==> src/rtl/spis_pkg.sv <==
// Shared opcodes and FSM state encoding for the SPI slave bridge.
package spis_pkg;

  localparam logic [7:0] CMD_RD = 8'h10;
  localparam logic [7:0] CMD_WR = 8'h2F;

  typedef enum logic [2:0] {
    IDLE,
    CMD,
    ADDR,
    WDATA,
    DUMMY,
    RDATA,
    WAIT
  } state_e;

endpackage

==> src/rtl/spis_sync.sv <==
// Brings sclk/ssn/sdin into the mclk domain.
// Provides edge strobes and an sdin copy aligned with them.
module spis_sync #(
  parameter int SYNC_STG = 2
) (
  input  logic clk,
  input  logic rst_n,
  input  logic sclk,
  input  logic ssn,
  input  logic sdin,
  output logic sclk_rise,
  output logic sclk_fall,
  output logic ssn_rise,
  output logic ssn_fall,
  output logic sdin_s
);

  logic [SYNC_STG:0]   sclk_q, sclk_d;
  logic [SYNC_STG:0]   ssn_q, ssn_d;
  logic [SYNC_STG-1:0] sdin_q, sdin_d;

  always_comb begin
    sclk_d    = sclk_q << 1;
    sclk_d[0] = sclk;
    ssn_d     = ssn_q << 1;
    ssn_d[0]  = ssn;
    sdin_d    = sdin_q << 1;
    sdin_d[0] = sdin;
  end

  // Idle levels of sclk/ssn are high, so reset to 1 to avoid false edges
  always_ff @(posedge clk) begin
    if (!rst_n) begin
      sclk_q <= '1;
      ssn_q  <= '1;
      sdin_q <= '0;
    end else begin
      sclk_q <= sclk_d;
      ssn_q  <= ssn_d;
      sdin_q <= sdin_d;
    end
  end

  assign sclk_rise = sclk_q[SYNC_STG-1] & ~sclk_q[SYNC_STG];
  assign sclk_fall = ~sclk_q[SYNC_STG-1] & sclk_q[SYNC_STG];
  assign ssn_rise  = ssn_q[SYNC_STG-1] & ~ssn_q[SYNC_STG];
  assign ssn_fall  = ~ssn_q[SYNC_STG-1] & ssn_q[SYNC_STG];
  assign sdin_s    = sdin_q[SYNC_STG-1];

endmodule

==> src/rtl/spis_reg_bridge.sv <==
// SPI slave front-end turning read/write frames into
// single 32-bit register-bus cycles.
module spis_reg_bridge
  import spis_pkg::*;
#(
  parameter int         SYNC_STG = 2,
  parameter logic [7:0] CMD_RD   = spis_pkg::CMD_RD,
  parameter logic [7:0] CMD_WR   = spis_pkg::CMD_WR
) (
  input  logic        mclk,
  input  logic        reset_n,
  input  logic        sclk,
  input  logic        ssn,
  input  logic        sdin,
  output logic        sdout,
  output logic        reg_cs,
  output logic        reg_wr,
  output logic [31:0] reg_addr,
  output logic [3:0]  reg_be,
  output logic [31:0] reg_wdata,
  input  logic [31:0] reg_rdata,
  input  logic        reg_ack,
  output logic        spi_err
);

  logic sclk_rise, sclk_fall;
  logic ssn_rise, ssn_fall, sdin_s;

  state_e      state_q, state_d;
  logic [6:0]  bit_cnt_q, bit_cnt_d;
  logic [31:0] sh_q, sh_d, shin;
  logic [31:0] addr_q, addr_d;
  logic [31:0] wdata_q, wdata_d;
  logic        cs_q, cs_d;
  logic        wr_q, wr_d;
  logic        err_q, err_d;
  logic [3:0]  be_q, be_d;

  spis_sync #(
    .SYNC_STG (SYNC_STG)
  ) u_sync (
    .clk       (mclk),
    .rst_n     (reset_n),
    .sclk      (sclk),
    .ssn       (ssn),
    .sdin      (sdin),
    .sclk_rise (sclk_rise),
    .sclk_fall (sclk_fall),
    .ssn_rise  (ssn_rise),
    .ssn_fall  (ssn_fall),
    .sdin_s    (sdin_s)
  );

  always_comb begin
    state_d   = state_q;
    bit_cnt_d = bit_cnt_q;
    sh_d      = sh_q;
    addr_d    = addr_q;
    wdata_d   = wdata_q;
    cs_d      = cs_q;
    wr_d      = wr_q;
    err_d     = 1'b0;
    be_d      = 4'hF;
    shin      = {sh_q[30:0], sdin_s};

    // Ack is honoured in any state; rdata only kept while in DUMMY
    if (cs_q && reg_ack) begin
      cs_d = 1'b0;
      if (state_q == DUMMY && !wr_q)
        sh_d = reg_rdata;
    end

    if (sclk_rise && state_q != IDLE && state_q != WAIT)
      bit_cnt_d = bit_cnt_q + 7'd1;

    unique case (state_q)
      IDLE: begin
        if (ssn_fall && !cs_q) begin
          state_d   = CMD;
          bit_cnt_d = '0;
        end
      end
      CMD: begin
        if (sclk_rise) begin
          sh_d = shin;
          if (bit_cnt_q == 7'd7) begin
            if (shin[7:0] == CMD_RD ||
                shin[7:0] == CMD_WR) begin
              wr_d    = (shin[7:0] == CMD_WR);
              state_d = ADDR;
            end else begin
              err_d   = 1'b1;
              state_d = WAIT;
            end
          end
        end
      end
      ADDR: begin
        if (sclk_rise) begin
          sh_d = shin;
          if (bit_cnt_q == 7'd39) begin
            addr_d = shin;
            if (wr_q) begin
              state_d = WDATA;
            end else begin
              cs_d    = 1'b1;
              state_d = DUMMY;
            end
          end
        end
      end
      WDATA: begin
        if (sclk_rise) begin
          sh_d = shin;
          if (bit_cnt_q == 7'd71) begin
            wdata_d = shin;
            cs_d    = 1'b1;
            state_d = DUMMY;
          end
        end
      end
      DUMMY: begin
        if (sclk_rise) begin
          if (wr_q && bit_cnt_q == 7'd79)
            state_d = WAIT;
          if (!wr_q && bit_cnt_q == 7'd47) begin
            state_d = RDATA;
            if (cs_q && !reg_ack) begin
              sh_d  = '0;
              err_d = 1'b1;
            end
          end
        end
      end
      RDATA: begin
        // First fall after entry precedes the master's first sample
        if (sclk_fall && bit_cnt_q > 7'd48)
          sh_d = {sh_q[30:0], 1'b0};
        if (sclk_rise && bit_cnt_q == 7'd79)
          state_d = WAIT;
      end
      WAIT: ;
      default: state_d = IDLE;
    endcase

    if (ssn_rise)
      state_d = IDLE;
  end

  always_ff @(posedge mclk) begin
    if (!reset_n) begin
      state_q   <= IDLE;
      bit_cnt_q <= '0;
      sh_q      <= '0;
      addr_q    <= '0;
      wdata_q   <= '0;
      cs_q      <= 1'b0;
      wr_q      <= 1'b0;
      err_q     <= 1'b0;
      be_q      <= '0;
    end else begin
      state_q   <= state_d;
      bit_cnt_q <= bit_cnt_d;
      sh_q      <= sh_d;
      addr_q    <= addr_d;
      wdata_q   <= wdata_d;
      cs_q      <= cs_d;
      wr_q      <= wr_d;
      err_q     <= err_d;
      be_q      <= be_d;
    end
  end

  assign sdout     = (state_q == RDATA) & sh_q[31];
  assign reg_cs    = cs_q;
  assign reg_wr    = wr_q;
  assign reg_addr  = addr_q;
  assign reg_be    = be_q;
  assign reg_wdata = wdata_q;
  assign spi_err   = err_q;

endmodule
==> config.mk <==
export PLATFORM = sky130hd
export DESIGN_NAME = spis_reg_bridge
export DESIGN_NICKNAME = d
export VERILOG_FILES = /design/src/rtl/spis_pkg.sv /design/src/rtl/spis_sync.sv /design/src/rtl/spis_reg_bridge.sv
export SDC_FILE = /design/constraint.sdc
export NUM_CORES = 1
export LEC_CHECK = 0
export BUFFER_PORTS_ARGS = -buffer_cell sky130_fd_sc_hd__buf_4
export CAP_MARGIN = 20
export CORE_ASPECT_RATIO = 1.1
export CORE_MARGIN = 10
export CORE_UTILIZATION = 49
export CTS_BUF_LIST = sky130_fd_sc_hd__clkbuf_16
export CTS_CLUSTER_DIAMETER = 40
export CTS_CLUSTER_SIZE = 24
export DETAILED_ROUTE_END_ITERATION = 8
export PLACE_DENSITY = 0.86
export SYNTH_ARGS = -nofsm -noshare
export SYNTH_HDL_FRONTEND = slang
export SYNTH_SLANG_ARGS = --single-unit
==> constraint.sdc <==
create_clock -name mclk -period 1.9 [get_ports mclk]
set_input_delay 0.285 -clock mclk [delete_from_list [all_inputs] [get_ports mclk]]
set_output_delay 0.285 -clock mclk [all_outputs]
set_load 0.005 [all_outputs]
# Word level (Yosys, flattened, before mapping)
# Cells that the tools add are included.
# Widths: inputs -> output; s select.
[totals]
ff_bits = 121
latchBits = 0
ram_bits = 0
romBits = 0
input_bits = 38
out_inout_bits = 72
word_cells = 111
memories = 0
[op_classes]
addsub = 1
multipliers = 0
div_mod_pow = 0
magnitude_cmp = 1
n_eq_ne = 24
shift = 0
n_mux = 40
bitwise_logic = 11
n_reduce_logical = 22
[op_table]
columns = ["cell", "n"]
rows = [
  ["$mux 32", 7],
  ["$pmux 32 s3", 1],
  ["$mux 3", 13],
  ["$mux 7", 3],
  ["$pmux 3 s7", 1],
  ["$ne 2x2->1 const B", 9],
  ["$eq 7x6->1 const B", 2],
  ["$eq 7x7->1 const B", 2],
  ["$mux 1", 12],
  ["$reduce_and 11->1", 1],
  ["$logic_and 1x1->1", 10],
  ["$eq 3x3->1 const B", 3],
  ["$eq 8x5->1 const B", 1],
  ["$eq 8x6->1 const B", 1],
  ["$add 7x1->7 const B", 1],
  ["$eq 7x3->1 const B", 1],
  ["$gt 7x6->1 const B", 1],
  ["$eq 3x2->1 const B", 2],
  ["$not 1->1", 6],
  ["$reduce_and 3->1", 2],
  ["$and 1x1->1", 5],
  ["$mux 4", 1],
  ["$pmux 1 s2", 2],
  ["$reduce_and 4->1", 1],
  ["other kinds (9)", 11],
]

# Longest topological paths before layout
# Gate-level depths: netlist (run 1).
[depth]
ltp_word = 8
depth_mapped = 8
ltp_nobuf = 6

# Hierarchy
# A second synthesis (run 1) with hierarchy kept.
[unflattened]
hier_cells = 547
hier_area_um2 = 5142.4
[modules_own_cells]
columns = ["mod", "instances", "cells_each", "area_each_um2", "seq_area_each_um2"]
rows = [
  ["spis_reg_bridge", 1, 527, 4907.2, 2202.1],
  ["spis_sync", 1, 20, 235.2, 160.2],
]

# Worst setup path before layout (run 1)
# No wires, ideal clock.
[synth_timing]
kind = "register to register"
from = "reg bit_cnt_q[1]"
to = "reg sh_q[20]"
setup_ns = 0.117
arrival_time_ns = 1.855
t_required_ns = 1.783
setup_slack_ns = -0.072
path_stages_with_launch = 8
period_less_slack_ns = 1.972
cell_sequence = "dfxtp_1 ha_1 nand3_1 or4_1 o2111ai_1 o211a_2 buf_4 o2bb2ai_1"
[synth_via]
elab_chain_len = 5
[synth_lines]
columns = ["item", "line", "text"]
rows = [
  ["start: declaration", "spis_reg_bridge.sv:30", "logic [6:0] bit_cnt_q, bit_cnt_d;"],
  ["start signal: assignment", "spis_reg_bridge.sv:163", "bit_cnt_q <= bit_cnt_d;"],
  ["parallel branches: the longest is 4 deep, another holds $gt 7x6->1", "n/a", ""],
  ["$pmux 32 s3 *", "spis_reg_bridge.sv:76", "unique case (state_q)"],
  ["end signal: assignment", "spis_reg_bridge.sv:154", "sh_q <= '0;"],
  ["end signal: assignment", "spis_reg_bridge.sv:164", "sh_q <= sh_d;"],
  ["end: declaration", "spis_reg_bridge.sv:31", "logic [31:0] sh_q, sh_d, shin;"],
]
# Every way passes the cells marked *.
# A chain may end at the register's enable or synchronous reset.

# Final worst setup path (run 1)
[layout_timing]
from = "reg bit_cnt_q[0]"
to = "reg state_q[0]"
[layout_via]
elab_chain_len = 5
[layout_lines]
columns = ["item", "line", "text"]
rows = [
  ["$eq 7x6->1", "spis_reg_bridge.sv:126", "if (!wr_q && bit_cnt_q == 7'd47) begin"],
  ["$logic_and 1x1->1", "spis_reg_bridge.sv:126", ""],
  ["$mux 3", "spis_reg_bridge.sv:126", ""],
  ["$mux 3", "spis_reg_bridge.sv:123", "if (sclk_rise) begin"],
  ["$pmux 3 s7", "spis_reg_bridge.sv:76", ""],
  ["end signal: assignment", "spis_reg_bridge.sv:162", "state_q <= state_d;"],
  ["end: declaration", "spis_reg_bridge.sv:29", "state_e state_q, state_d;"],
]
# Several ways; a longest one is shown, not always the timed one. The select of a mux whose other input is x is not followed.

==> flow_metrics.tcl, run 1 <==
set metrics [dict create \
    status "finished with violations" \
    violations "negative setup slack" \
    die_y_um 126 \
    final_common_cell "buf_4" \
    syn_nets 585 \
    grt_pass1_wl_um 23800 \
    die_width_um 116 \
    fin_area_mm2 0.00708 \
    drt-wirelength-per-cell_um 19.5 \
    min_period_ns 1.92 \
    synth_cells 545 \
    fin_ws_ns -0.0249 \
    ys_seq_elements 118 \
    comb_power_share_pct 13.5 \
    h-tree-depth 4 \
    area_growth_pct 42.8 \
    power_density_mw_per_mm2 929 \
    timing.slew.headroom_pct 70.9 \
    ys.flop_type "dfxtp_1" \
    root_buffer "clkbuf_16" \
    cp_max_fo 3 \
    die_area_mm2 0.0146 \
    clkLatencyLatePin_ns 0.41 \
    seq_power_share_pct 39.2 \
    start_util_pct 50.2 \
    ys_seq_area_share_pct 47.6 \
    fin_skew_ns 0.00573 \
    critPathSlowestCell "dfxtp_2" \
    worstPathArrival_ns 2.27 \
    end_kind "flip-flop" \
    cp_slowest_stage_delay_ns 0.36 \
    antenna_cells 0 \
    ys_async_sr_fraction_pct 0 \
    grt-ovfl-total 0 \
    p_switching_w 0.00159 \
    cts_made_buffers 17 \
    report.final.slew_viol_count 0 \
    gp_congestion 0.897 \
    synth_top_cell_area_share_pct 47.6 \
    rsz0062_at_grt "true" \
    cap_violations 0 \
    port_buffers 109 \
    hp-class "input pin to flip-flop" \
    syn_avg_cell_area_um2 9.11 \
    cp-start-kind "flip-flop" \
    ioPinCount 110 \
    p_clk_share_pct 47.4 \
    ys_types 53 \
    antenna_left 0 \
    intPower_w 0.00499 \
    drive_gt1_share_pct 33.9 \
    synth-edff-count 0 \
    tns_ns -0.0970 \
    required_ns 2.24 \
    grt_max_degree 33 \
    syn_area_mm2 0.00496 \
    setup_violations 6 \
    cts_tree "built" \
    crit_type "flip-flop to flip-flop" \
    rows 38 \
    fmax_ghz 0.520 \
    synth_area_leaders "dfxtp_1 48%, nand2_1 10%, mux2i_1 6.9%" \
    cts_buffer_depth 2 \
    worst_pin_slew_ns 0.430 \
    yosysWarnings 0 \
    placed_area_mm2 0.00616 \
    worstPathCellList "ha_4, buf_6, nand3b_1, a211o_1, a221o_1, a211oi_4, mux2i_1" \
    antenna_found_initial 0 \
    switching_share_pct 24.1 \
    r2r_setup_slack_ns -0.02 \
    nNetsFinal 721 \
    vias 4621 \
    layout_common_cells "142 x buf_4, 128 x nand2_1, 114 x dfxtp_1" \
    cp_num_buf_inv 1 \
    hold_slack_ns 0.0487 \
    crit_family "compound AO/OA/AOI/OAI gates" \
    ir_drop_mv 0.628 \
    path_clk_slew_ns 0.05 \
    finalHoldViolCount 0 \
    period_share_pct 101 \
    dr.pass1.iters 6 \
    cts_sinks 118 \
    grtUsageTotal_pct 20.3 \
    fp.coreArea_mm2 0.00989 \
    yosysTopAreaCell "dfxtp_1" \
    drc_errors 0 \
    leakagePower_nw 2.68 \
    viasPerCell 5.68 \
    cts_hold_buffers 0 \
    dp_hpwl_um 10200 \
    grt_pass1_vias 4669 \
    drt_iter0_markers 402 \
    totalWireLength_um 15800 \
]
metal layers:
metal	vias to the layer above	wire, um	GRT usage (%)
met4	0	453	8.18
met2	191	8110	35.3
met1	2236	6100	22.2
li1	2153	-	-
met3	41	1170	6.26
met5	-	0	0
path summary, 6_finish.rpt:
kind / from / end / cells after the start
worst max-delay path: bit_cnt_q[0] / state_q[0] / 7
worst min-delay path: ssn / u_sync.ssn_q[0] / 2
worst max register to register: bit_cnt_q[0] / state_q[0] / 7
worst min register to register: u_sync.sclk_q[0] / u_sync.sclk_q[1] / 1
registers in the layout (all words and copies together) (netlist names), 2 cells and up:
signal / count
bit_cnt_q: 7
reg_addr: 32
reg_wdata: 32
sh_q: 32
state_q: 3
u_sync.sclk_q: 3
u_sync.sdin_q: 2
u_sync.ssn_q: 3
power by group through the flow:
| stage | Clock, W | Sequential (W) | Combinational, W |
|---|---|---|---|
| after floorplan | 0 | 0.00259 | 0.000407 |
| after global placement | 0 | 0.00261 | 0.000651 |
| final | 0.00312 | 0.00258 | 0.000887 |
| after detailed placement | 0 | 0.00261 | 0.000667 |
| after CTS | 0.00312 | 0.00257 | 0.000796 |
| after global routing | 0.00325 | 0.00258 | 0.000935 |
cell type report:
cell class	count	area (um^2)
timing repair buffer	160	1400
multi-input combinational	376	2560
sequential	118	2370
tap	120	150
inverter	8	30.0
clock inverter	14	146
clock buffer	17	425
fill	713	2810
cells by family after synthesis:
kind of cell | after synthesis | share of synthesized area, %
and+or+nand+nor | 206 | 18.5
AOI/OAI and AO/OA | 128 | 20.3
DFF | 118 | 47.6
buffers and inverters | 51 | 5.14
muxes | 34 | 6.86
xor gates and xnor gates | 6 | 1.06
adders and majority gates | 2 | 0.504
cells in the mapped netlist, types with 6 or more instances:
cell         n
a21boi_0    35
a21boi_1    31
a21oi_1      6
buf_2       12
buf_4        7
clkbuf_1    21
dfxtp_1    118
inv_1        8
mux2i_1     34
nand2_1    138
nand2b_1     9
nor2_1      17
nor3_1       6
o2bb2ai_1   31
xnor2_1      6
per-stage QoR:
| stage | setup WS (ns) | std cells | utilization (%) | power [W] |
|---|---|---|---|---|
| 2_1_floorplan | -0.00565 | 545 | - | 0.00300 |
| 3_3_place_gp | -0.0503 | 775 | 62.2 | 0.00326 |
| 3_5_place_dp | -0.104 | 775 | 62.2 | 0.00328 |
| 4_1_cts | -0.0516 | 811 | 69.5 | 0.00648 |
| 5_1_grt | -0.0807 | 813 | 71.6 | 0.00676 |
| 6_report | -0.0249 | 813 | 71.6 | 0.00658 |
timing repair:
item | 4_1_cts | 5_1_grt
resized for setup | 16 | 40
endpoints found under the setup margin | 66 | 100
setup buffers | 4 | 0
cloned | 1 | 2
pin swaps | 10 | 6
Power figures use the tool's default switching activity.
==> run 2, diff against run 1 <==
GPL_TIMING_DRIVEN = 0   (was not set)
REMOVE_ABC_BUFFERS = 1   (was not set)
==> run 2 against run 1 <==
Against the previous run: the run still ends with negative setup slack left; core utilization rose by 5.2 points; routed wire length rose by 8.6%; critical path depth did not move; clock power rose by 3%; clock-buffer cell count did not move; die area did not move; register-to-register slack got worse by 0.13 ns; sequential share of layout area fell by 2.0 points; global-route usage rose by 1.3 points; via count rose by 1.4%; combinational power fell by 14%.
==> flow_metrics.tcl, run 2 (synthesized netlist as in run 1, its figures left out) <==
set metrics [dict create \
    status "finished with violations" \
    violations "negative setup slack" \
    cp_slowest_stage_delay_ns 0.53 \
    critPathSlowestCell "or4_4" \
    leakagePower_nw 2.89 \
    cp-startpoint "bit_cnt_q[6]" \
    drt_iter0_markers 378 \
    grtUsageTotal_pct 21.6 \
    cp.depth 7 \
    cp_max_fo 8 \
    min_period_ns 2.05 \
    final_common_cell "buf_4" \
    cp_num_buf_inv 2 \
    fin_ws_ns -0.155 \
    timing.slew.headroom_pct 56.5 \
    fmax_ghz 0.487 \
    worst_pin_slew_ns 0.649 \
    die_width_um 116 \
    clkLatencyLatePin_ns 0.42 \
    start_util_pct 50.2 \
    antenna_cells 0 \
    die_area_mm2 0.0146 \
    antenna_left 0 \
    drt-wirelength-per-cell_um 21.2 \
    cts_tree "built" \
    drive_gt1_share_pct 43.0 \
    endpoint "sh_q[15]" \
    finalHoldViolCount 0 \
    ir_drop_mv 0.650 \
    setup_violations 70 \
    port_buffers 109 \
    tns_ns -6.89 \
    worstPathArrival_ns 2.36 \
    area_growth_pct 53.2 \
    fin_skew_ns 0.00755 \
    rows 38 \
    grt_pass1_wl_um 24700 \
    worstPathCellList "buf_6, nand2b_4, or4_4, o2111ai_4, buf_12, o211a_4, o2bb2ai_4" \
    totalWireLength_um 17200 \
    layout_common_cells "127 x buf_4, 108 x nand2_1, 108 x dfxtp_1" \
    end_kind "flip-flop" \
    cts_hold_buffers 0 \
    vias 4686 \
    fp.coreArea_mm2 0.00989 \
    grt_pass1_vias 4637 \
    cts_sinks 118 \
    crit_family "compound AO/OA/AOI/OAI gates" \
    drc_errors 0 \
    power_density_mw_per_mm2 870 \
    hold_slack_ns 0.0605 \
    nNetsFinal 718 \
    rr_endpoint "sh_q[15]" \
    rsz0062_at_grt "true" \
    p_total_w 0.00662 \
    h-tree-depth 4 \
    grt_max_degree 85 \
    r2r_setup_slack_ns -0.15 \
    root_buffer "clkbuf_16" \
    path_clk_slew_ns 0.06 \
    dp_slack_ns -0.814 \
    dr.pass1.iters 4 \
    cp-start-kind "flip-flop" \
    cap_violations 0 \
    grt-ovfl-total 0 \
    fin_area_mm2 0.00760 \
    report.final.slew_viol_count 0 \
    die_y_um 126 \
    antenna_found_initial 0 \
    required_ns 2.20 \
    hp-class "input pin to flip-flop" \
    viasPerCell 5.78 \
    cts_buffer_depth 2 \
    dp_hpwl_um 9350 \
    cts_made_buffers 17 \
    timing.rr.start "bit_cnt_q[6]" \
    placed_area_mm2 0.00585 \
    ioPinCount 110 \
    period_share_pct 108 \
    gp_congestion 0.914 \
    r2r_cells 7 \
    crit_type "flip-flop to flip-flop" \
]
-- run 2: worst min path at each step --
stage,end,start,cells past startpoint
6_report,u_sync.ssn_q[0],ssn,2
5_1_grt,u_sync.ssn_q[0],ssn,2
4_1_cts,u_sync.ssn_q[0],ssn,2
3_5_place_dp,u_sync.ssn_q[1],u_sync.ssn_q[0],1
3_3_place_gp,u_sync.ssn_q[1],u_sync.ssn_q[0],1
2_1_floorplan,reg_be[2],reset_n,0
-- run 2: metal layers --
layer  vias up  global-route usage (%)  part of all wire, %
li1       2164                       -                    -
met1      2306                    23.7                   39
met2       179                    37.0                   52
met3        37                    8.08                  7.1
met4         0                    7.44                  2.3
met5         -                       0                    0
-- run 2: what timing repair did --
item | 4_1_cts | 5_1_grt
endpoints found under the setup margin | 109 | 106
setup buffers | 19 | 13
gates cloned | 6 | 3
hold endpoints to repair | 0 | 0
gates resized for setup | 78 | 84
pin swaps | 41 | 46
-- run 2: layout make-up --
type                            instances  area (um^2)
Multi-Input combinational cell        380         3040
Sequential cell                       118         2390
Fill cell                             626         2290
Timing Repair Buffer                  153         1410
Clock buffer                           17          425
Clock inverter                         15          163
Tap cell                              120          150
Inverter                                8         30.0
-- run 2: through the flow --
| step | utilization [%] | std cells |
|---|---|---|
| floorplan | - | 502 |
| global placement | 57.7 | 731 |
| detailed placement | 59.1 | 738 |
| CTS | 71.6 | 795 |
| global route | 76.9 | 811 |
| finish | 76.9 | 811 |
-- run 2: worst register-to-register path: stages (launching register included) --
cell and delay (ns):
dfxtp_4 0.34, buf_6 0.12, nand2b_4 0.13, or4_4 0.54, o2111ai_4 0.27, buf_12 0.15
o211a_4 0.30, o2bb2ai_4 0.10
-- run 2: power by group --
part           switching [W]  internal, W  total (W)
registers           0.000140      0.00252    0.00266
logic               0.000424     0.000338   0.000763
clock network        0.00116      0.00204    0.00320
